## src/rtl/musa_control_unit.sv

```systemverilog
// musa_control_unit
// -----------------
// Main decoder and sequencer for the MUSA core. An instruction is accepted on
// a rising edge where instr_valid and instr_ready are both high. The datapath
// controls it decodes to appear from an output register one cycle later and
// last for one cycle only. MULT/DIV hold the front end for the multi-cycle
// unit's occupancy. HALT parks the core until reset.
//
// Parameters
//   DATA_WIDTH  instruction width (opcode [31:26], funct [5:0], mask [3:0])
//   MULDIV_LAT  total occupancy cycles of MULT/DIV, legal range 2..15
//
// Ports
//   clk, rst         processor clock, asynchronous active-high reset
//   instr_valid      fetch presents an instruction
//   instruction      instruction word
//   flags            ALU status flags used by BRFL
//   stall_in         downstream hold request
//   instr_ready      instruction accepted this cycle when high with instr_valid
//   reg_dst .. flag_we  registered datapath controls (one-cycle pulses)
//   halted           core stopped by HALT
//   illegal          one-cycle pulse on an undecodable opcode
//
// Configuration
//   MUSA_STACK_EN    when defined, CALL/RET drive push/pop. When undefined,
//                    push/pop stay 0 and CALL/RET decode as illegal.

module musa_control_unit #(
  parameter int DATA_WIDTH = 32,
  parameter int MULDIV_LAT = 4
) (
  input  logic                  clk,
  input  logic                  rst,
  input  logic                  instr_valid,
  input  logic [DATA_WIDTH-1:0] instruction,
  input  logic [3:0]            flags,
  input  logic                  stall_in,
  output logic                  instr_ready,
  output logic                  reg_dst,
  output logic                  mem_read,
  output logic                  mem_to_reg,
  output logic                  mem_write,
  output logic                  reg_write,
  output logic                  data_a_s,
  output logic                  data_b_s,
  output logic                  pc_src,
  output logic                  pop,
  output logic                  push,
  output logic                  flag_we,
  output logic                  halted,
  output logic                  illegal
);

  // Opcode and funct encodings shared with the assembler
  localparam logic [5:0] OP_R_TYPE = 6'h00;
  localparam logic [5:0] OP_ADDI   = 6'h01;
  localparam logic [5:0] OP_SUBI   = 6'h02;
  localparam logic [5:0] OP_ANDI   = 6'h03;
  localparam logic [5:0] OP_ORI    = 6'h04;
  localparam logic [5:0] OP_LW     = 6'h05;
  localparam logic [5:0] OP_SW     = 6'h06;
  localparam logic [5:0] OP_CMP    = 6'h07;
  localparam logic [5:0] OP_JPC    = 6'h08;
  localparam logic [5:0] OP_JR     = 6'h09;
  localparam logic [5:0] OP_CALL   = 6'h0A;
  localparam logic [5:0] OP_RET    = 6'h0B;
  localparam logic [5:0] OP_BRFL   = 6'h0C;
  localparam logic [5:0] OP_HALT   = 6'h3F;

  localparam logic [5:0] FN_MULT   = 6'h18;
  localparam logic [5:0] FN_DIV    = 6'h1A;

  // The accepting cycle is the first occupancy cycle, so the front end
  // stays blocked for MULDIV_LAT-1 further cycles. The counter therefore
  // runs from MULDIV_LAT-2 down to 0 inclusive.
  localparam logic [3:0] CNT_LOAD  = 4'(MULDIV_LAT - 2);

  typedef enum logic [1:0] {
    ST_RUN,
    ST_MULDIV,
    ST_HALT
  } state_t;

  typedef struct packed {
    logic reg_dst;
    logic mem_read;
    logic mem_to_reg;
    logic mem_write;
    logic reg_write;
    logic data_a_s;
    logic data_b_s;
    logic pc_src;
    logic pop;
    logic push;
    logic flag_we;
  } ctrl_t;

  state_t     state_q, state_d;
  logic [3:0] cnt_q, cnt_d;
  ctrl_t      ctrl_q, ctrl_d;
  logic       illegal_q, illegal_d;
  logic       halted_q, halted_d;

  ctrl_t      ctrl_dec;
  logic       illegal_dec;
  logic       muldiv_dec;
  logic       halt_dec;
  logic       accept;

  logic [5:0] opcode;
  logic [5:0] funct;
  logic       unused_instr_bits;

  assign opcode = instruction[31:26];
  assign funct  = instruction[5:0];

  // Only a few fields are decoded. The rest of the word is folded here.
  assign unused_instr_bits = ^instruction;

  // Ready is held low during reset so fetch cannot see a spurious accept.
  assign instr_ready = ~rst & (state_q == ST_RUN) & ~stall_in;
  assign accept      = instr_valid & instr_ready;

  // Combinational decode of the presented instruction. The result is used
  // only on the acceptance edge. BRFL samples flags in that same cycle.
  always_comb begin
    ctrl_dec    = '0;
    illegal_dec = 1'b0;
    muldiv_dec  = 1'b0;
    halt_dec    = 1'b0;
    case (opcode)
      OP_LW: begin
        ctrl_dec.mem_read   = 1'b1;
        ctrl_dec.mem_to_reg = 1'b1;
        ctrl_dec.reg_write  = 1'b1;
        ctrl_dec.data_b_s   = 1'b1;
      end
      OP_SW: begin
        ctrl_dec.mem_write  = 1'b1;
        ctrl_dec.data_b_s   = 1'b1;
      end
      OP_ADDI, OP_SUBI, OP_ANDI, OP_ORI: begin
        ctrl_dec.reg_write  = 1'b1;
        ctrl_dec.data_b_s   = 1'b1;
      end
      OP_R_TYPE: begin
        ctrl_dec.reg_dst    = 1'b1;
        ctrl_dec.reg_write  = 1'b1;
        muldiv_dec          = (funct == FN_MULT) || (funct == FN_DIV);
      end
      OP_CMP:  ctrl_dec.flag_we = 1'b1;
      OP_JPC:  ctrl_dec.pc_src  = 1'b1;
      OP_JR: begin
        ctrl_dec.pc_src     = 1'b1;
        ctrl_dec.data_a_s   = 1'b1;
      end
`ifdef MUSA_STACK_EN
      OP_CALL: begin
        ctrl_dec.pc_src     = 1'b1;
        ctrl_dec.data_a_s   = 1'b1;
        ctrl_dec.push       = 1'b1;
      end
      OP_RET: begin
        ctrl_dec.pc_src     = 1'b1;
        ctrl_dec.pop        = 1'b1;
      end
`else
      // Without the stack, push/pop are never decoded, so their output
      // flops are constant 0. CALL/RET fall through to illegal.
`endif
      OP_BRFL: ctrl_dec.pc_src = |(flags & instruction[3:0]);
      OP_HALT: halt_dec = 1'b1;
      default: illegal_dec = 1'b1;
    endcase
  end

  // Next-state logic. Controls and illegal default to 0 so each one is a
  // single-cycle pulse after its acceptance. Nothing is accepted outside RUN.
  always_comb begin
    state_d   = state_q;
    cnt_d     = cnt_q;
    ctrl_d    = '0;
    illegal_d = 1'b0;
    halted_d  = halted_q;
    case (state_q)
      ST_RUN: begin
        if (accept) begin
          ctrl_d    = ctrl_dec;
          illegal_d = illegal_dec;
          if (muldiv_dec) begin
            state_d = ST_MULDIV;
            cnt_d   = CNT_LOAD;
          end else if (halt_dec) begin
            state_d  = ST_HALT;
            halted_d = 1'b1;
          end
        end
      end
      ST_MULDIV: begin
        // Downstream stalls freeze the occupancy countdown.
        if (!stall_in) begin
          if (cnt_q == 4'd0) begin
            state_d = ST_RUN;
          end else begin
            cnt_d = cnt_q - 4'd1;
          end
        end
      end
      ST_HALT: begin
        halted_d = 1'b1;
      end
      default: begin
        state_d  = ST_RUN;
        halted_d = 1'b0;
      end
    endcase
  end

  // State register. Reset aborts MULDIV or HALT at once and clears any
  // pending control pulse.
  always_ff @(posedge clk or posedge rst) begin
    if (rst) begin
      state_q   <= ST_RUN;
      cnt_q     <= 4'd0;
      ctrl_q    <= '0;
      illegal_q <= 1'b0;
      halted_q  <= 1'b0;
    end else begin
      state_q   <= state_d;
      cnt_q     <= cnt_d;
      ctrl_q    <= ctrl_d;
      illegal_q <= illegal_d;
      halted_q  <= halted_d;
    end
  end

  assign reg_dst    = ctrl_q.reg_dst;
  assign mem_read   = ctrl_q.mem_read;
  assign mem_to_reg = ctrl_q.mem_to_reg;
  assign mem_write  = ctrl_q.mem_write;
  assign reg_write  = ctrl_q.reg_write;
  assign data_a_s   = ctrl_q.data_a_s;
  assign data_b_s   = ctrl_q.data_b_s;
  assign pc_src     = ctrl_q.pc_src;
  assign pop        = ctrl_q.pop;
  assign push       = ctrl_q.push;
  assign flag_we    = ctrl_q.flag_we;
  assign illegal    = illegal_q;
  assign halted     = halted_q;

endmodule

```

## config.mk

```make
export PLATFORM = sky130hd
export DESIGN_NAME = musa_control_unit
export DESIGN_NICKNAME = d
export VERILOG_FILES = /design/src/rtl/musa_control_unit.sv
export SDC_FILE = /design/constraint.sdc
export NUM_CORES = 1
export LEC_CHECK = 0
export ABC_CLOCK_PERIOD_IN_PS = 4830
export CELL_PAD_IN_SITES_DETAIL_PLACEMENT = 0
export CELL_PAD_IN_SITES_GLOBAL_PLACEMENT = 2
export CORE_ASPECT_RATIO = 1.4
export CORE_MARGIN = 4
export CORE_UTILIZATION = 20
export DETAILED_ROUTE_END_ITERATION = 6
export GPL_TIMING_DRIVEN = 0
export HOLD_SLACK_MARGIN = 0.08
export PLACE_DENSITY = 0.93
export SLEW_MARGIN = 20
export SYNTH_ARGS = -nofsm -noshare
export SYNTH_HDL_FRONTEND = slang
export SYNTH_SLANG_ARGS = --single-unit
```

## constraint.sdc

```tcl
create_clock -name clk -period 4.83 [get_ports clk]
set_input_delay 0.966 -clock clk [delete_from_list [all_inputs] [get_ports clk]]
set_output_delay 0.966 -clock clk [all_outputs]
set_load 0.05 [all_outputs]
```

==> results of run 1 <==
-- metrics by stage --
| step | total power [mW] | instance area [um2] | cells | setup WS (ns) |
|---|---|---|---|---|
| floorplan | 0.154 | 815 | 85 | 2.16 |
| global placement | 0.175 | 1180 | 159 | 1.13 |
| detailed placement | 0.176 | 1180 | 159 | 1.11 |
| CTS | 0.292 | 1230 | 163 | 1.11 |
| global route | 0.300 | 1230 | 163 | 1.07 |
| finish | 0.288 | 1230 | 163 | 1.11 |
-- routing by layer --
layer / wire length (um) / vias to the layer above / track usage
met4: 31 / 0 / 0.0347
met3: 219 / 5 / 0.0249
met5: 0 / - / 0
met2: 949 / 29 / 0.126
met1: 758 / 344 / 0.0928
li1: - / 367 / -
-- worst reg2reg max path, delay by kind of cell (launching register included) --
family	cells	cell delay, ns
and+or+nand+nor	2	0.56
AOI/OAI and AO/OA	2	0.39
DFF	1	0.38
buffers and inverters	1	0.08
adders and majority gates	1	0.22
-- registers in the layout (all words and copies together) (netlist names) --
| register | cells |
|---|---|
| illegal | 1 |
| data_b_s | 1 |
| flag_we | 1 |
| state_q | 2 |
| data_a_s | 1 |
| mem_read | 1 |
| halted | 1 |
| pc_src | 1 |
| reg_write | 1 |
| reg_dst | 1 |
| mem_write | 1 |
| cnt_q | 4 |
-- cell usage after synthesis (2+ instances only) --
cell type	number
a21oi_1	3
o31ai_1	2
inv_1	6
nor3_1	4
nand4_1	3
nor2_1	10
or3_1	2
nand2_1	10
nand3_1	5
dfrtp_1	16
o21ai_0	4
buf_4	3
-- layout by cell type, fill, tap and decap left out, drive strengths merged, types with 3 or more instances in the layout --
cell type | Yosys | final
clkbuf | 0 | 4
o21ai | 4 | 4
a21oi | 3 | 3
inv | 6 | 6
clkdlybuf4s50 | 0 | 31
nor3 | 5 | 5
buf | 3 | 3
nand2 | 10 | 10
nand4 | 3 | 3
nor2 | 10 | 10
dfrtp | 16 | 16
nand3 | 5 | 5
-- logic make-up after synthesis --
kind of cell               Yosys count  share of synthesized area
and+or+nand+nor                     43                      0.318
DFF                                 16                      0.494
AOI/OAI and AO/OA                   14                      0.113
buffers and inverters                9                     0.0556
adders and majority gates            1                     0.0154
other                                1                    0.00463
-- report_power, final --
part	internal (mW)	switching, mW	leakage (nW)
combinational	0.0192	0.0173	0.294
clock	0.0722	0.0426	0.0288
sequential	0.135	0.00134	0.206
-- final timing paths --
check                                             to
max in group asynchronous        mem_write$_DFF_PP0_
min in group asynchronous         halted$_DFFE_PP0P_
worst min register to register    halted$_DFFE_PP0P_
worst min-delay path              halted$_DFFE_PP0P_
worst max-delay path                     instr_ready
worst max register to register  cnt_q[3]$_DFFE_PP0P_
-- cell type report --
cell class,instances,area share
inverters,6,0.0183
repair buffers,31,0.252
multi-input cells,60,0.299
well taps,43,0.0436
clock buffers,4,0.0446
flip-flops and latches,16,0.325
plain buffers,3,0.0183
==> results.ini, run 1 <==
[die]
die-area_um2 = 5150
die_h_um = 83.3
core-area_um2 = 3920
initial_core_util = 0.207
fp.dieW_um = 61.8
ios = 54
fp-row-count = 27

[final_layout]
nets = 162
fillers = 425
seq_area_um2 = 400
antennaDiodeCount = 0
syn_to_final_growth_pct = 52.2
drive_gt1_frac = 0.100
multiInputGateArea_um2 = 369
fin_util = 0.315

[routing]
drcViolationCount = 0
wirelength_mm = 1.96
drtIter0Drc = 15
ant_nets = 0
avgViaCountPerCell = 4.57
vias = 745
wire_per_inst_um = 12.0
drt_pass1_iterations = 4

[place]
io_buffers = 31
hpwlAfterDp_mm = 1.62
gpl.final_weighted_congestion = 0.672

[synth]
async_flop_share = 1.00
syn_area_um2 = 811
yosys.area.top_type = dfrtp_1
yosysWarnings = 0
yosys-top-cells-area = dfrtp_1 (49%), nand2_1 (4.6%), nor2_1 (4.6%)
synth_top_area_frac = 0.494
ys_seq_area_frac = 0.494
synth.distinct_cells = 28
synth-edff-count = 0
synth_seq_cells = 16
synth.avg_cell_area_um2 = 9.65
synth_cells = 84
synth_ff_type = dfrtp_1

[worst_hold_path]
hold_path_class = reg -> reg
whs_path_depth = 2
worst_hold_startpoint = halted$_DFFE_PP0P_

[timing]
rsz0062_at_grt = false
final-max-slew-violation-count = 0
min_period_ns = 3.72
clock_skew_ns = 0.000522
worst_pin_slew_ns = 0.584
final-setup-viol-count = 0
max_slew_margin = 0.610
holdWs_ns = 0.513
period_share = 0.771
max_freq_mhz = 269
tns_ns = 0
hold_violations = 0

[setup_path]
cpMostUsedCell = clkdlybuf4s50_1
cp_num_buf_inv = 2
critPathSlowestCell = clkdlybuf4s50_1
startpoint = rst
crit_path_max_incr_delay_ns = 0.90
required_ns = 3.86
crit_type = in -> out
ff2ff_setup_slack_ns = 3.07
startpoint_type = input pin
cp.depth = 3
crit_chain = clkdlybuf4s50_1 > nor4_4 > clkdlybuf4s50_1
reg2reg_depth = 6
cp_data_arrival_time_ns = 2.76
critPathCaptureType = primary output
crit_path_max_fanout = 5
r2r-start = cnt_q[0]$_DFFE_PP0P_
cp_top_family = buffers and inverters

[run_status]
status = finished, final reports clean

[clock_network]
cts_made_buffers = 3
clk_pin_slew_ns = 0.06
cts_root_buf = clkbuf_8
cts.hold.buffers_added = 0
cts_setup_buffers = 0
insertion_delay_ns = 0.25
clock_path_buffers = 2
cts_sinks = 16
cts_tree = yes
ctsResizeCount = 0
h-tree-depth = 1

[global_route]
grt_pass1_vias = 720
grt_antenna_before_repair = 0
grt.total_usage = 0.0788
grt_pass1_wl_mm = 3.06
grt_overflow_total = 0
grt_start_max_net_pins = 17

[pwr]
vdd_drop_max_mv = 0.120
p_leak_nw = 0.529
p_per_area_nw_per_um2 = 233

[flow_run]
cap_violations = 0

Power figures use the tool's default switching activity.
==> run 2: changes to the inputs <==
--- a/config.mk
+++ b/config.mk
@@ -5,16 +5,16 @@
 export SDC_FILE = /design/constraint.sdc
 export NUM_CORES = 1
 export LEC_CHECK = 0
-export ABC_CLOCK_PERIOD_IN_PS = 4830
+export ABC_CLOCK_PERIOD_IN_PS = 3300
 export CELL_PAD_IN_SITES_DETAIL_PLACEMENT = 0
 export CELL_PAD_IN_SITES_GLOBAL_PLACEMENT = 2
 export CORE_ASPECT_RATIO = 1.4
 export CORE_MARGIN = 4
-export CORE_UTILIZATION = 20
+export CORE_UTILIZATION = 17
 export DETAILED_ROUTE_END_ITERATION = 6
 export GPL_TIMING_DRIVEN = 0
 export HOLD_SLACK_MARGIN = 0.08
-export PLACE_DENSITY = 0.93
+export PLACE_DENSITY = 0.85
 export SLEW_MARGIN = 20
 export SYNTH_ARGS = -nofsm -noshare
 export SYNTH_HDL_FRONTEND = slang
==> constraint.sdc (replaced) <==
create_clock -name clk -period 3.3 [get_ports clk]
set_input_delay 0.66 -clock clk [delete_from_list [all_inputs] [get_ports clk]]
set_output_delay 0.66 -clock clk [all_outputs]
set_load 0.05 [all_outputs]
==> run 2 against run 1 <==
Against the previous run:
- hold slack worse by 0.0052 ns
- die area rose by 16%
- critical endpoint unchanged
- flip-flop and latch count unchanged
==> results.ini, run 2 (synthesis results as in run 1) <==
[run_status]
status = finished, final reports clean

[place]
io_buffers = 31
gpl.final_weighted_congestion = 0.746
dpl.cell_count = 178
dp_slack_ns = 0.211
hpwlAfterDp_mm = 1.70

[die]
die_h_um = 89.7
ios = 54
fp-row-count = 29
fp.dieW_um = 66.4
core-area_um2 = 4570
initial_core_util = 0.177
die-area_um2 = 5950

[setup_path]
cp_data_arrival_time_ns = 2.41
startpoint_type = input pin
r2r-end = cnt_q[3]$_DFFE_PP0P_
critPathCaptureType = primary output
startpoint = rst
ff2ff_setup_slack_ns = 1.50
required_ns = 2.64
r2r-start = cnt_q[0]$_DFFE_PP0P_
reg2reg_depth = 6
crit_type = in -> out
endpoint = instr_ready
crit_path_max_fanout = 5

[routing]
wirelength_mm = 1.92
vias = 722
wire_per_inst_um = 10.5
drcViolationCount = 0
ant_nets = 0
drt_pass1_iterations = 4
avgViaCountPerCell = 3.97
drtIter0Drc = 8

[timing]
tns_ns = 0
final-setup-viol-count = 0
setup_ws_ns = 0.228
period_share = 0.931
max_freq_mhz = 325
worst_pin_slew_ns = 0.588
clock_skew_ns = 0.000685
final-max-slew-violation-count = 0
min_period_ns = 3.07
hold_violations = 0
rsz0062_at_grt = false
max_slew_margin = 0.608

[clock_network]
insertion_delay_ns = 0.24
cts_tree = yes
cts_sinks = 16
clk_pin_slew_ns = 0.06
cts_setup_buffers = 0
ctsResizeCount = 0
cts_root_buf = clkbuf_8
h-tree-depth = 1
clock_path_buffers = 2
cts.hold.buffers_added = 0
cts_made_buffers = 3

[global_route]
grt_start_max_net_pins = 17
grt_pass1_wl_mm = 3.24
grt_antenna_before_repair = 0
grt_pass1_vias = 800
grt.total_usage = 0.0682
grt_overflow_total = 0

[final_layout]
drive_gt1_frac = 0.100
top_regs = cnt_q (4), state_q (2)
syn_to_final_growth_pct = 55.1
antennaDiodeCount = 0
largest_reg_flops = 4
nets = 162
instances_no_fill = 182
fillers = 512
fin_util = 0.275
largest_register = cnt_q
final_common_cell = clkdlybuf4s50_1
layout_common_cells = clkdlybuf4s50_1 (31), dfrtp_1 (16), nor2_1 (10), nand2_1 (10), inv_1 (6)

[pwr]
vdd_drop_max_mv = 0.122
p_leak_nw = 0.529
p_per_area_nw_per_um2 = 333

[worst_hold_path]
hold_path_class = reg -> reg

[flow_run]
cap_violations = 0

-- run 2: cell counts in the layout (fill, tap and decap cells not counted) --
No cell type changed its count.
-- run 2: area by class of cell --
cell class	count	area [um2]	area share
timing repair buffer	31	310	0.247
tap	62	77.6	0.0617
multi-input combinational	60	369	0.294
clock buffer	4	55.1	0.0438
buffer	3	22.5	0.0179
inverter	6	22.5	0.0179
sequential	16	400	0.318
-- run 2: worst max-delay path, stage by stage --
cell and delay (ns):
clkdlybuf4s50_1 0.46, nor4_4 0.40, clkdlybuf4s50_1 0.89
-- run 2: per-stage QoR --
step	hold slack [ns]	power, mW	area [um2]
6_report	0.507	0.418	1260
2_1_floorplan	0.517	0.225	815
3_3_place_gp	0.498	0.256	1200
3_5_place_dp	0.500	0.257	1200
5_1_grt	0.554	0.434	1260
4_1_cts	0.518	0.424	1260
-- run 2: how the worst min path moves through the flow --
stage	startpoint	to	slack (ns)	cells after the start
2_1_floorplan	cnt_q[1]$_DFFE_PP0P_	cnt_q[1]$_DFFE_PP0P_	0.52	1
3_3_place_gp	halted$_DFFE_PP0P_	halted$_DFFE_PP0P_	0.50	2
3_5_place_dp	halted$_DFFE_PP0P_	halted$_DFFE_PP0P_	0.50	2
4_1_cts	halted$_DFFE_PP0P_	halted$_DFFE_PP0P_	0.52	2
5_1_grt	halted$_DFFE_PP0P_	halted$_DFFE_PP0P_	0.55	2
6_report	halted$_DFFE_PP0P_	halted$_DFFE_PP0P_	0.51	2
-- run 2: power by group --
group	internal, mW	total (mW)	switching [mW]	leakage [nW]
sequential	0.198	0.200	0.00194	0.206
clock	0.106	0.166	0.0599	0.0288
combinational	0.0280	0.0528	0.0247	0.294
-- run 2: metal layers --
| layer | up-vias | track usage | routed length (um) |
|---|---|---|---|
| met5 | - | 0 | 0 |
| met4 | 0 | 0.0254 | 17 |
| met3 | 2 | 0.0150 | 101 |
| met2 | 23 | 0.137 | 1140 |
| met1 | 327 | 0.0622 | 661 |
| li1 | 370 | - | - |
==> run 3: changes to the inputs <==
--- a/config.mk
+++ b/config.mk
@@ -6,9 +6,10 @@
 export NUM_CORES = 1
 export LEC_CHECK = 0
 export ABC_CLOCK_PERIOD_IN_PS = 3300
+export CAP_MARGIN = 20
 export CELL_PAD_IN_SITES_DETAIL_PLACEMENT = 0
 export CELL_PAD_IN_SITES_GLOBAL_PLACEMENT = 2
-export CORE_ASPECT_RATIO = 1.4
+export CORE_ASPECT_RATIO = 0.75
 export CORE_MARGIN = 4
 export CORE_UTILIZATION = 17
 export DETAILED_ROUTE_END_ITERATION = 6
==> run 3 against run 2 <==
Against the previous run:
- clock-buffer cell count unchanged
- register-to-register slack improved by 0.05 ns
- first-iteration DRC count grew to 8.1 times the previous value
- combinational power increased by 2%
- die area hardly changed
- core utilization is essentially flat
- setup slack got worse by 0.034 ns
- non-clock buffer count stayed put
- clock power up 6%
- power grew 2.8%
- via count grew 1.5%
==> results.ini, run 3 (synthesis results as in run 1) <==
[setup_path]
cp_top_family = buffers and inverters
reg2reg_depth = 6
critPathCaptureType = primary output
ff2ff_setup_slack_ns = 1.55
crit_path_max_fanout = 5
crit_chain = clkdlybuf4s50_1 > nor4_4 > clkdlybuf4s50_1
r2r-start = cnt_q[0]$_DFFE_PP0P_
startpoint_type = input pin
cp_data_arrival_time_ns = 2.45
required_ns = 2.64
cpMostUsedCell = clkdlybuf4s50_1
crit_path_max_incr_delay_ns = 0.90
cp.depth = 3
crit_type = in -> out
startpoint = rst
endpoint = instr_ready
critPathSlowestCell = clkdlybuf4s50_1
r2r-end = cnt_q[3]$_DFFE_PP0P_
cp_num_buf_inv = 2

[die]
initial_core_util = 0.178
die-area_um2 = 5950
fp.dieW_um = 87.7
fp-row-count = 21
ios = 54
die_h_um = 67.8
core-area_um2 = 4550

[clock_network]
ctsResizeCount = 0
clock_path_buffers = 2
cts_setup_buffers = 0
cts_sinks = 16
cts.hold.buffers_added = 0
cts_tree = yes
h-tree-depth = 1
cts_made_buffers = 3
insertion_delay_ns = 0.26
cts_root_buf = clkbuf_8
clk_pin_slew_ns = 0.06

[routing]
drt_pass1_iterations = 4
wirelength_mm = 2.11
vias = 733
wire_per_inst_um = 11.9
avgViaCountPerCell = 4.14
drtIter0Drc = 65
drcViolationCount = 0
ant_nets = 0

[timing]
final-setup-viol-count = 0
min_period_ns = 3.11
max_freq_mhz = 322
max_slew_margin = 0.590
tns_ns = 0
setup_ws_ns = 0.194
hold_violations = 0
rsz0062_at_grt = false
period_share = 0.941
worst_pin_slew_ns = 0.615
clock_skew_ns = 0.00386
final-max-slew-violation-count = 0

[global_route]
grt_overflow_total = 0
grt_start_max_net_pins = 17
grt_antenna_before_repair = 0
grt.total_usage = 0.0751
grt_pass1_vias = 699
grt_pass1_wl_mm = 3.30

[final_layout]
instances_no_fill = 177
antennaDiodeCount = 0
fillers = 484
largest_reg_flops = 4
syn_to_final_growth_pct = 54.3
drive_gt1_frac = 0.100
final_area_um2 = 1250
nets = 162
layout_common_cells = clkdlybuf4s50_1 (31), dfrtp_1 (16), nor2_1 (10), nand2_1 (10), inv_1 (6)
largest_register = cnt_q
final_common_cell = clkdlybuf4s50_1
top_regs = cnt_q (4), state_q (2)

[run_status]
status = finished, final reports clean

[place]
dpl.cell_count = 173
hpwlAfterDp_mm = 1.69
io_buffers = 31
placed_cell_area_um2 = 1200
dp_slack_ns = 0.202
gpl.final_weighted_congestion = 0.697

[worst_hold_path]
hold_path_class = reg -> reg

[pwr]
p_leak_nw = 0.529
vdd_drop_max_mv = 0.167
p_per_area_nw_per_um2 = 344

[flow_run]
cap_violations = 0

run 3: cell counts in the layout (fill, tap and decap cells not counted):
No cell type changed its count.
run 3: worst min-delay path by stage:
| stage | from | endpoint | slack (ns) | depth (start not counted) |
|---|---|---|---|---|
| 6_report | halted$_DFFE_PP0P_ | halted$_DFFE_PP0P_ | 0.53 | 2 |
| 3_3_place_gp | halted$_DFFE_PP0P_ | halted$_DFFE_PP0P_ | 0.51 | 2 |
| 4_1_cts | halted$_DFFE_PP0P_ | halted$_DFFE_PP0P_ | 0.53 | 2 |
| 5_1_grt | halted$_DFFE_PP0P_ | halted$_DFFE_PP0P_ | 0.57 | 2 |
| 3_5_place_dp | halted$_DFFE_PP0P_ | halted$_DFFE_PP0P_ | 0.50 | 2 |
| 2_1_floorplan | cnt_q[1]$_DFFE_PP0P_ | cnt_q[1]$_DFFE_PP0P_ | 0.52 | 1 |
run 3: per-stage QoR:
step                      power [mW]  hold slack (ns)  utilization
after floorplan                0.225            0.517            -
after global placement         0.257            0.508        0.263
after detailed placement       0.258            0.502        0.263
after CTS                      0.436            0.527        0.275
after global routing           0.449            0.567        0.275
final                          0.430            0.525        0.275
run 3: power by group:
part | switching [mW] | internal [mW]
clock network | 0.0700 | 0.106
logic | 0.0259 | 0.0281
registers | 0.00183 | 0.198
run 3: worst reg2reg max path: cells and delay by family, from the launching register on:
| kind | cells | cell delay, ns |
|---|---|---|
| AOI/OAI and AO/OA | 2 | 0.39 |
| DFF | 1 | 0.38 |
| and+or+nand+nor | 2 | 0.57 |
| buffers and inverters | 1 | 0.07 |
| adders and majority gates | 1 | 0.22 |
run 3: layer usage:
layer  part of all wire  GRT usage  wire length (um)
met4              0.011     0.0287                24
met3              0.089     0.0427               187
met1               0.46      0.101               975
met2               0.44     0.0977               921
met5                  0          0                 0
run 3: final cells by class:
class / count / area (um2) / share of cell area
flip-flops and latches: 16 / 400 / 0.320
multi-input cells: 60 / 369 / 0.295
repair buffers: 31 / 310 / 0.248
well taps: 57 / 71.3 / 0.0570
clock buffers: 4 / 55.1 / 0.0440
plain buffers: 3 / 22.5 / 0.0180
inverters: 6 / 22.5 / 0.0180
